**config.mk**
```make
export PLATFORM = sky130hd
export DESIGN_NAME = controlador_mdio
export DESIGN_NICKNAME = d
export VERILOG_FILES = /design/src/rtl/controlador_mdio_pkg.sv /design/src/rtl/controlador_mdio_mdc_div.sv /design/src/rtl/controlador_mdio.sv
export SDC_FILE = /design/constraint.sdc
export NUM_CORES = 1
export LEC_CHECK = 0
export CORE_UTILIZATION = 49
export DETAILED_ROUTE_END_ITERATION = 8
export PLACE_DENSITY = 0.77
export SYNTH_ARGS = -nofsm -noshare
export SYNTH_HDL_FRONTEND = slang
export SYNTH_SLANG_ARGS = --single-unit
```
**constraint.sdc**
```tcl
create_clock -name CLK -period 3.1 [get_ports CLK]
set_clock_uncertainty 0.1 [all_clocks]
set_input_delay 0.93 -clock CLK [delete_from_list [all_inputs] [get_ports CLK]]
set_output_delay 0.93 -clock CLK [all_outputs]
set_load 0.01 [all_outputs]
```
**src/rtl/controlador_mdio_pkg.sv**
```systemverilog
// Shared definitions for the host-side MDIO management controller:
// FSM encoding, opcodes, frame layout and a small opcode helper.
package controlador_mdio_pkg;

  // FSM encoding, kept as plain constants for legacy tool compatibility
  localparam logic [1:0] ST_IDLE      = 2'd0;
  localparam logic [1:0] ST_WRITE     = 2'd1;
  localparam logic [1:0] ST_READ_ADDR = 2'd2;
  localparam logic [1:0] ST_READ_DATA = 2'd3;

  // Opcodes carried in the OP field
  localparam logic [1:0] OP_WRITE = 2'b01;
  localparam logic [1:0] OP_READ  = 2'b10;

  // Frame geometry
  localparam int FRAME_BITS = 32;
  localparam int DATA_BITS  = 16;

  // OP field position inside the frame
  localparam int OP_MSB = 29;
  localparam int OP_LSB = 28;

  // Extract the OP field from a frame
  function automatic logic [1:0] frame_op(input logic [FRAME_BITS-1:0] frame);
    return frame[OP_MSB:OP_LSB];
  endfunction

endpackage

```
**src/rtl/controlador_mdio_mdc_div.sv**
```systemverilog
// Gated CLK/2 divider producing MDC. While enabled MDC toggles on every
// CLK edge; when disabled it is forced back to 0. The rise/fall strobes
// announce what MDC does at the coming CLK edge so the FSM can drive
// data on falls and sample on falls of the data phase.
module mdio_mdc_div (
  input  logic clk,
  input  logic rst,
  input  logic en,
  output logic mdc,
  output logic rise,
  output logic fall
);

  assign rise = en & ~mdc;
  assign fall = en & mdc;

  // MDC toggle register, parked low whenever the divider is disabled
  always_ff @(posedge clk or posedge rst) begin
    if (rst) begin
      mdc <= 1'b0;
    end else if (en) begin
      mdc <= ~mdc;
    end else begin
      mdc <= 1'b0;
    end
  end

endmodule

```
**src/rtl/controlador_mdio.sv**
```systemverilog
// Host-side MDIO controller: serializes one 32-bit frame MSB first with a
// generated MDC, and for read frames releases the bus after the 16-bit
// address header and captures 16 data bits from the PHY side.
module controlador_mdio
  import controlador_mdio_pkg::*;
(
  input  logic                  CLK,
  input  logic                  reset,
  input  logic                  MDIO_START,
  input  logic [FRAME_BITS-1:0] T_DATA,
  input  logic                  MDIO_IN,
  output logic                  MDC,
  output logic                  MDIO_OE,
  output logic                  MDIO_OUT,
  output logic [DATA_BITS-1:0]  RD_DATA,
  output logic                  DATA_RDY
);

  logic [1:0]            state_r;
  logic [5:0]            cnt_r;
  logic [FRAME_BITS-1:0] frame_r;
  // First 15 samples of a read; the 16th goes straight into RD_DATA
  logic [DATA_BITS-2:0]  shadow_r;
  logic                  oe_r;
  logic                  out_r;
  logic [DATA_BITS-1:0]  rd_data_r;
  logic                  rdy_r;
  logic                  mdc_en_s;
  logic                  mdc_rise_s;
  logic                  mdc_fall_s;
  logic [1:0]            op_s;

  assign op_s     = frame_op(T_DATA);
  assign mdc_en_s = (state_r != ST_IDLE);

  mdio_mdc_div u_mdc_div (
    .clk  (CLK),
    .rst  (reset),
    .en   (mdc_en_s),
    .mdc  (MDC),
    .rise (mdc_rise_s),
    .fall (mdc_fall_s)
  );

  // Transaction FSM: frame rotation, bus drive, read sampling and result
  always_ff @(posedge CLK or posedge reset) begin
    if (reset) begin
      state_r   <= ST_IDLE;
      cnt_r     <= 6'd0;
      frame_r   <= '0;
      shadow_r  <= '0;
      oe_r      <= 1'b0;
      out_r     <= 1'b0;
      rd_data_r <= '0;
      rdy_r     <= 1'b0;
    end else begin
      rdy_r <= 1'b0;
      // cnt_r counts CLK edges since the start was accepted
      if (mdc_rise_s || mdc_fall_s) begin
        cnt_r <= cnt_r + 6'd1;
      end else begin
        cnt_r <= 6'd0;
      end
      case (state_r)
        ST_IDLE: begin
          oe_r  <= 1'b0;
          out_r <= 1'b0;
          if (MDIO_START && (op_s == OP_WRITE)) begin
            state_r <= ST_WRITE;
            frame_r <= T_DATA;
            oe_r    <= 1'b1;
            out_r   <= T_DATA[FRAME_BITS-1];
          end else if (MDIO_START && (op_s == OP_READ)) begin
            state_r <= ST_READ_ADDR;
            frame_r <= T_DATA;
            oe_r    <= 1'b1;
            out_r   <= T_DATA[FRAME_BITS-1];
          end else begin
            state_r <= ST_IDLE;
          end
        end
        ST_WRITE: begin
          // New bits are presented on MDC falls so they are stable at rises
          if (mdc_fall_s) begin
            if (cnt_r == 6'd63) begin
              state_r <= ST_IDLE;
              oe_r    <= 1'b0;
              out_r   <= 1'b0;
            end else begin
              frame_r <= {frame_r[FRAME_BITS-2:0], frame_r[FRAME_BITS-1]};
              out_r   <= frame_r[FRAME_BITS-2];
            end
          end
        end
        ST_READ_ADDR: begin
          if (mdc_fall_s) begin
            if (cnt_r == 6'd31) begin
              // Turnaround: release the bus, PHY drives from here on
              state_r  <= ST_READ_DATA;
              oe_r     <= 1'b0;
              out_r    <= 1'b0;
              shadow_r <= '0;
            end else begin
              frame_r <= {frame_r[FRAME_BITS-2:0], frame_r[FRAME_BITS-1]};
              out_r   <= frame_r[FRAME_BITS-2];
            end
          end
        end
        ST_READ_DATA: begin
          oe_r  <= 1'b0;
          out_r <= 1'b0;
          // PHY data is sampled on MDC falls, half a period after it rose
          if (mdc_fall_s) begin
            if (cnt_r == 6'd63) begin
              rd_data_r <= {shadow_r, MDIO_IN};
              rdy_r     <= 1'b1;
              state_r   <= ST_IDLE;
            end else begin
              shadow_r <= {shadow_r[DATA_BITS-3:0], MDIO_IN};
            end
          end
        end
        default: begin
          state_r <= ST_IDLE;
          oe_r    <= 1'b0;
          out_r   <= 1'b0;
        end
      endcase
    end
  end

  assign MDIO_OE  = oe_r;
  assign MDIO_OUT = out_r;
  assign RD_DATA  = rd_data_r;
  assign DATA_RDY = rdy_r;

endmodule

```
==> summary.txt, run 1 <==
Critical path
  • CP Capture Type: flip-flop
  • Worst reg2reg endpoint: shadow_r[11]
  • Critical path startpoint: T_DATA[28]
  • Crit path launch type: input pin
  • CP endpoint: frame_r[4]
  • CP Data Required Time: 3.23 ns
  • Worst Path Arrival: 2.77 ns
  • Worst reg2reg startpoint: cnt_r[0]
  • R2R Setup Slk: 0.67 ns
  • Crit path max fanout: 32
  • Reg2Reg Depth: 5
  • Worst Setup Path Type: in2reg

Timing
  • Fin. max-slew vios: 0
  • Fin Hold WS: 0.391 ns
  • Setup TNS: 0 ns
  • Fmax: 379 MHz
  • Worst-Margin Slew: 0.719 ns
  • Setup-failing EPs final: 0
  • Max_slew headroom: 52.1%
  • RSZ-0062 raised after global routing: no
  • Crit share post-route: 85.1%
  • Final min period: 2.64 ns
  • Fin. Hold Viols: 0

Clock tree
  • CTS Buffer Depth: 2
  • Cts hold-fix bufs: 0
  • Clock Latency Late Sink: 0.35 ns
  • Post_cts resized: 0
  • Clk slew on worst S/H paths: 0.07 ns
  • CTS tree: built
  • CTS buffer count: 9
  • CTS root buffer: clkbuf_8
  • H-Tree Depth: 3
  • CTS Sinks: 75
  • # Post-CTS Setup Buffers: 0

Synth
  • Cell variety after synth: 37
  • Compound-gate portion of the synthesized area: 7.32%
  • Synth Register Bits: 75
  • Post-Synth XOR/XNOR Area: 1.19%
  • Post-Synth Simple-Gate Area: 7.05%
  • Largest family of logic cells by synthesized area: multiplexers
  • Share of the yosys chip area belonging to registers: 50.8%
  • Post-Syn Nets: 312
  • Yosys warns: 0
  • Adder-cell share of the synthesized area: 2.03%
  • Synthesized area per cell: 13.7 um^2
  • Synthesized area: 3690 um^2
  • Multiplexer share of the synthesized area: 28.3%
  • Cells after Synth: 270

Global routing
  • Global-route wire length before repair: 10,900 um
  • Initial antenna violation count: 0
  • Pin count of the biggest net entering global routing: 34
  • Total track usage: 18.3%
  • Global route overflow: 0
  • Number of global-route vias before repair: 2,297

Power and ir drop
  • Tot Pwr: 0.00444 W
  • VDD IR max: 0.000561 V
  • Pwr dens: 968 nW/um^2
  • Leakage power: 2.11 nW

Final layout
  • Layout cells sized above 1: 36.7%
  • Multi-input logic area: 1700 um^2
  • Layout area overhead: 24.2%
  • Post-route core utilization: 63.2%
  • # diodes: 0
  • Layout filler cell count: 568
  • Layout Cells excl Fill: 429
  • Final Net Count: 367
  • Total area of sequential cells: 1880 um^2

Floorplan
  • Chip Width: 88.8 um
  • Die H: 88.8 um
  • Starting Density: 50.9%
  • I/O Pins: 56
  • Total die area: 7890 um^2
  • CORE AREA: 7250 um^2
  • Rows: 31

Routing
  • Vias per cell: 5.30
  • Routed vias: 2,274
  • DR DRC count: 0
  • Pre-Repair DR Iteration Count: 4
  • Detailed Route WL: 6370 um
  • 1st-iter DRT viols: 84
  • Post-DRT Antenna Nets: 0
  • DR WL/cell: 14.9 um

Place
  • RePlAce Congestion: 0.793
  • Dpl hpwl: 4300 um
  • Buffers on Ports: 55
  • Placed insts: 413

Min path
  • Min-delay worst type: reg2reg

Job
  • Max-Cap Viols: 0

Status
  • Outcome: completed
[state kept, by name, indices dropped and copies added, names as in the netlist]
register       flops
frame_r           32
RD_DATA           16
shadow_r          15
cnt_r              6
state_r            2
DATA_RDY           1
MDIO_OE            1
MDIO_OUT           1
u_mdc_div.mdc      1
[placed cells by master, fill, tap and decap left out, drive strengths merged, types with 4 or more instances in the layout]
cell type      instances
mux2                  80
dfrtp                 75
clkdlybuf4s50         55
nand4                 16
a21bo                 15
clkbuf                12
nor2                  11
inv                    7
ha                     6
buf                    6
xor2                   4
nand2                  4
nand3                  4
[through the flow]
stage,setup slack (ns),instance area (um^2)
finish,0.463,4580
global placement,0.148,4360
CTS,0.478,4580
detailed placement,0.0959,4360
global route,0.427,4580
floorplan,0.160,3690
[where the power goes]
group          switching [W]  leakage [nW]  total, W  internal (W)
sequential          0.000181         0.961   0.00146       0.00128
clock               0.000353         0.113  0.000850      0.000496
combinational       0.000832          1.03   0.00213       0.00129
[synth_stat cells]
cell type | count | area share (%)
dfrtp_1 | 75 | 51
mux2_2 | 50 | 15
mux2_4 | 30 | 12
a21bo_2 | 15 | 4.1
nand4_1 | 15 | 2.5
nor2_1 | 11 | 1.1
clkbuf_1 | 8 | 0.81
inv_1 | 7 | 0.71
ha_1 | 6 | 2.0
buf_2 | 5 | 0.68
nand2_1 | 4 | 0.41
nand3_1 | 4 | 0.54
xor2_1 | 4 | 0.95
a21oi_1 | 3 | 0.41
buf_6 | 3 | 0.91
nand2b_1 | 3 | 0.51
nor2b_1 | 3 | 0.51
o21ai_0 | 3 | 0.41
nor3b_1 | 2 | 0.41
o22a_1 | 2 | 0.47
a2111o_1 | 1 | 0.30
a211oi_1 | 1 | 0.20
a21o_1 | 1 | 0.20
a311oi_1 | 1 | 0.24
and3_1 | 1 | 0.17
clkbuf_2 | 1 | 0.14
mux2i_1 | 1 | 0.27
mux2i_4 | 1 | 0.61
nand3b_1 | 1 | 0.20
nand4_2 | 1 | 0.34
nor3_1 | 1 | 0.14
o211ai_2 | 1 | 0.34
o31ai_1 | 1 | 0.20
o32ai_1 | 1 | 0.24
o41ai_1 | 1 | 0.24
or3_1 | 1 | 0.17
xnor2_1 | 1 | 0.24
[critical path, cell delays in order]
cell             delay [ns]
clkdlybuf4s50_1        0.53
xor2_1                 0.20
nand2_1                0.08
a2111o_2               0.49
buf_12                 0.20
mux2_4                 0.32
[worst min path at each step]
stage / start / to / slack [ns] / cells after the start
after floorplan: cnt_r[0] / cnt_r[0] / 0.34 / 1
after global placement: cnt_r[0] / cnt_r[0] / 0.36 / 1
after detailed placement: cnt_r[0] / cnt_r[0] / 0.37 / 1
after CTS: cnt_r[0] / cnt_r[0] / 0.38 / 1
after global routing: RD_DATA[15] / RD_DATA[15] / 0.42 / 1
final: cnt_r[0] / cnt_r[0] / 0.39 / 1
[layer usage]
metal	GRT usage (%)	share of wire [%]	up-vias
li1	-	-	1076
met1	25.2	48	1138
met2	27.3	46	49
met3	3.92	4.4	11
met4	9.38	1.9	0
met5	0	0	-
[area by class of cell]
type | count | area share, %
flip-flops and latches | 75 | 40.9
repair buffers | 61 | 13.8
multi-input cells | 171 | 37.0
inverters | 7 | 0.573
well taps | 99 | 2.70
clock buffers | 12 | 3.38
clock inverters | 4 | 1.58
[cell families (layout without fill, tap and decap cells)]
logic type	count (synthesis)	after routing
multiplexers	82	82
flip-flops	75	75
AND/OR/NAND/NOR	47	47
AO/OA/AOI/OAI	31	31
buffers and inverters	24	84
adder cells (fa/ha/maj)	6	6
XOR/XNOR	5	5
Power figures use the tool's default switching activity.
==> run 2: changes to the inputs <==
--- a/config.mk
+++ b/config.mk
@@ -7,6 +7,7 @@
 export LEC_CHECK = 0
 export CORE_UTILIZATION = 49
 export DETAILED_ROUTE_END_ITERATION = 8
+export HOLD_SLACK_MARGIN = 0.02
 export PLACE_DENSITY = 0.77
 export SYNTH_ARGS = -nofsm -noshare
 export SYNTH_HDL_FRONTEND = slang
==> results of run 2 <==
Final layout, timing and power as in run 1 (identical DEF).
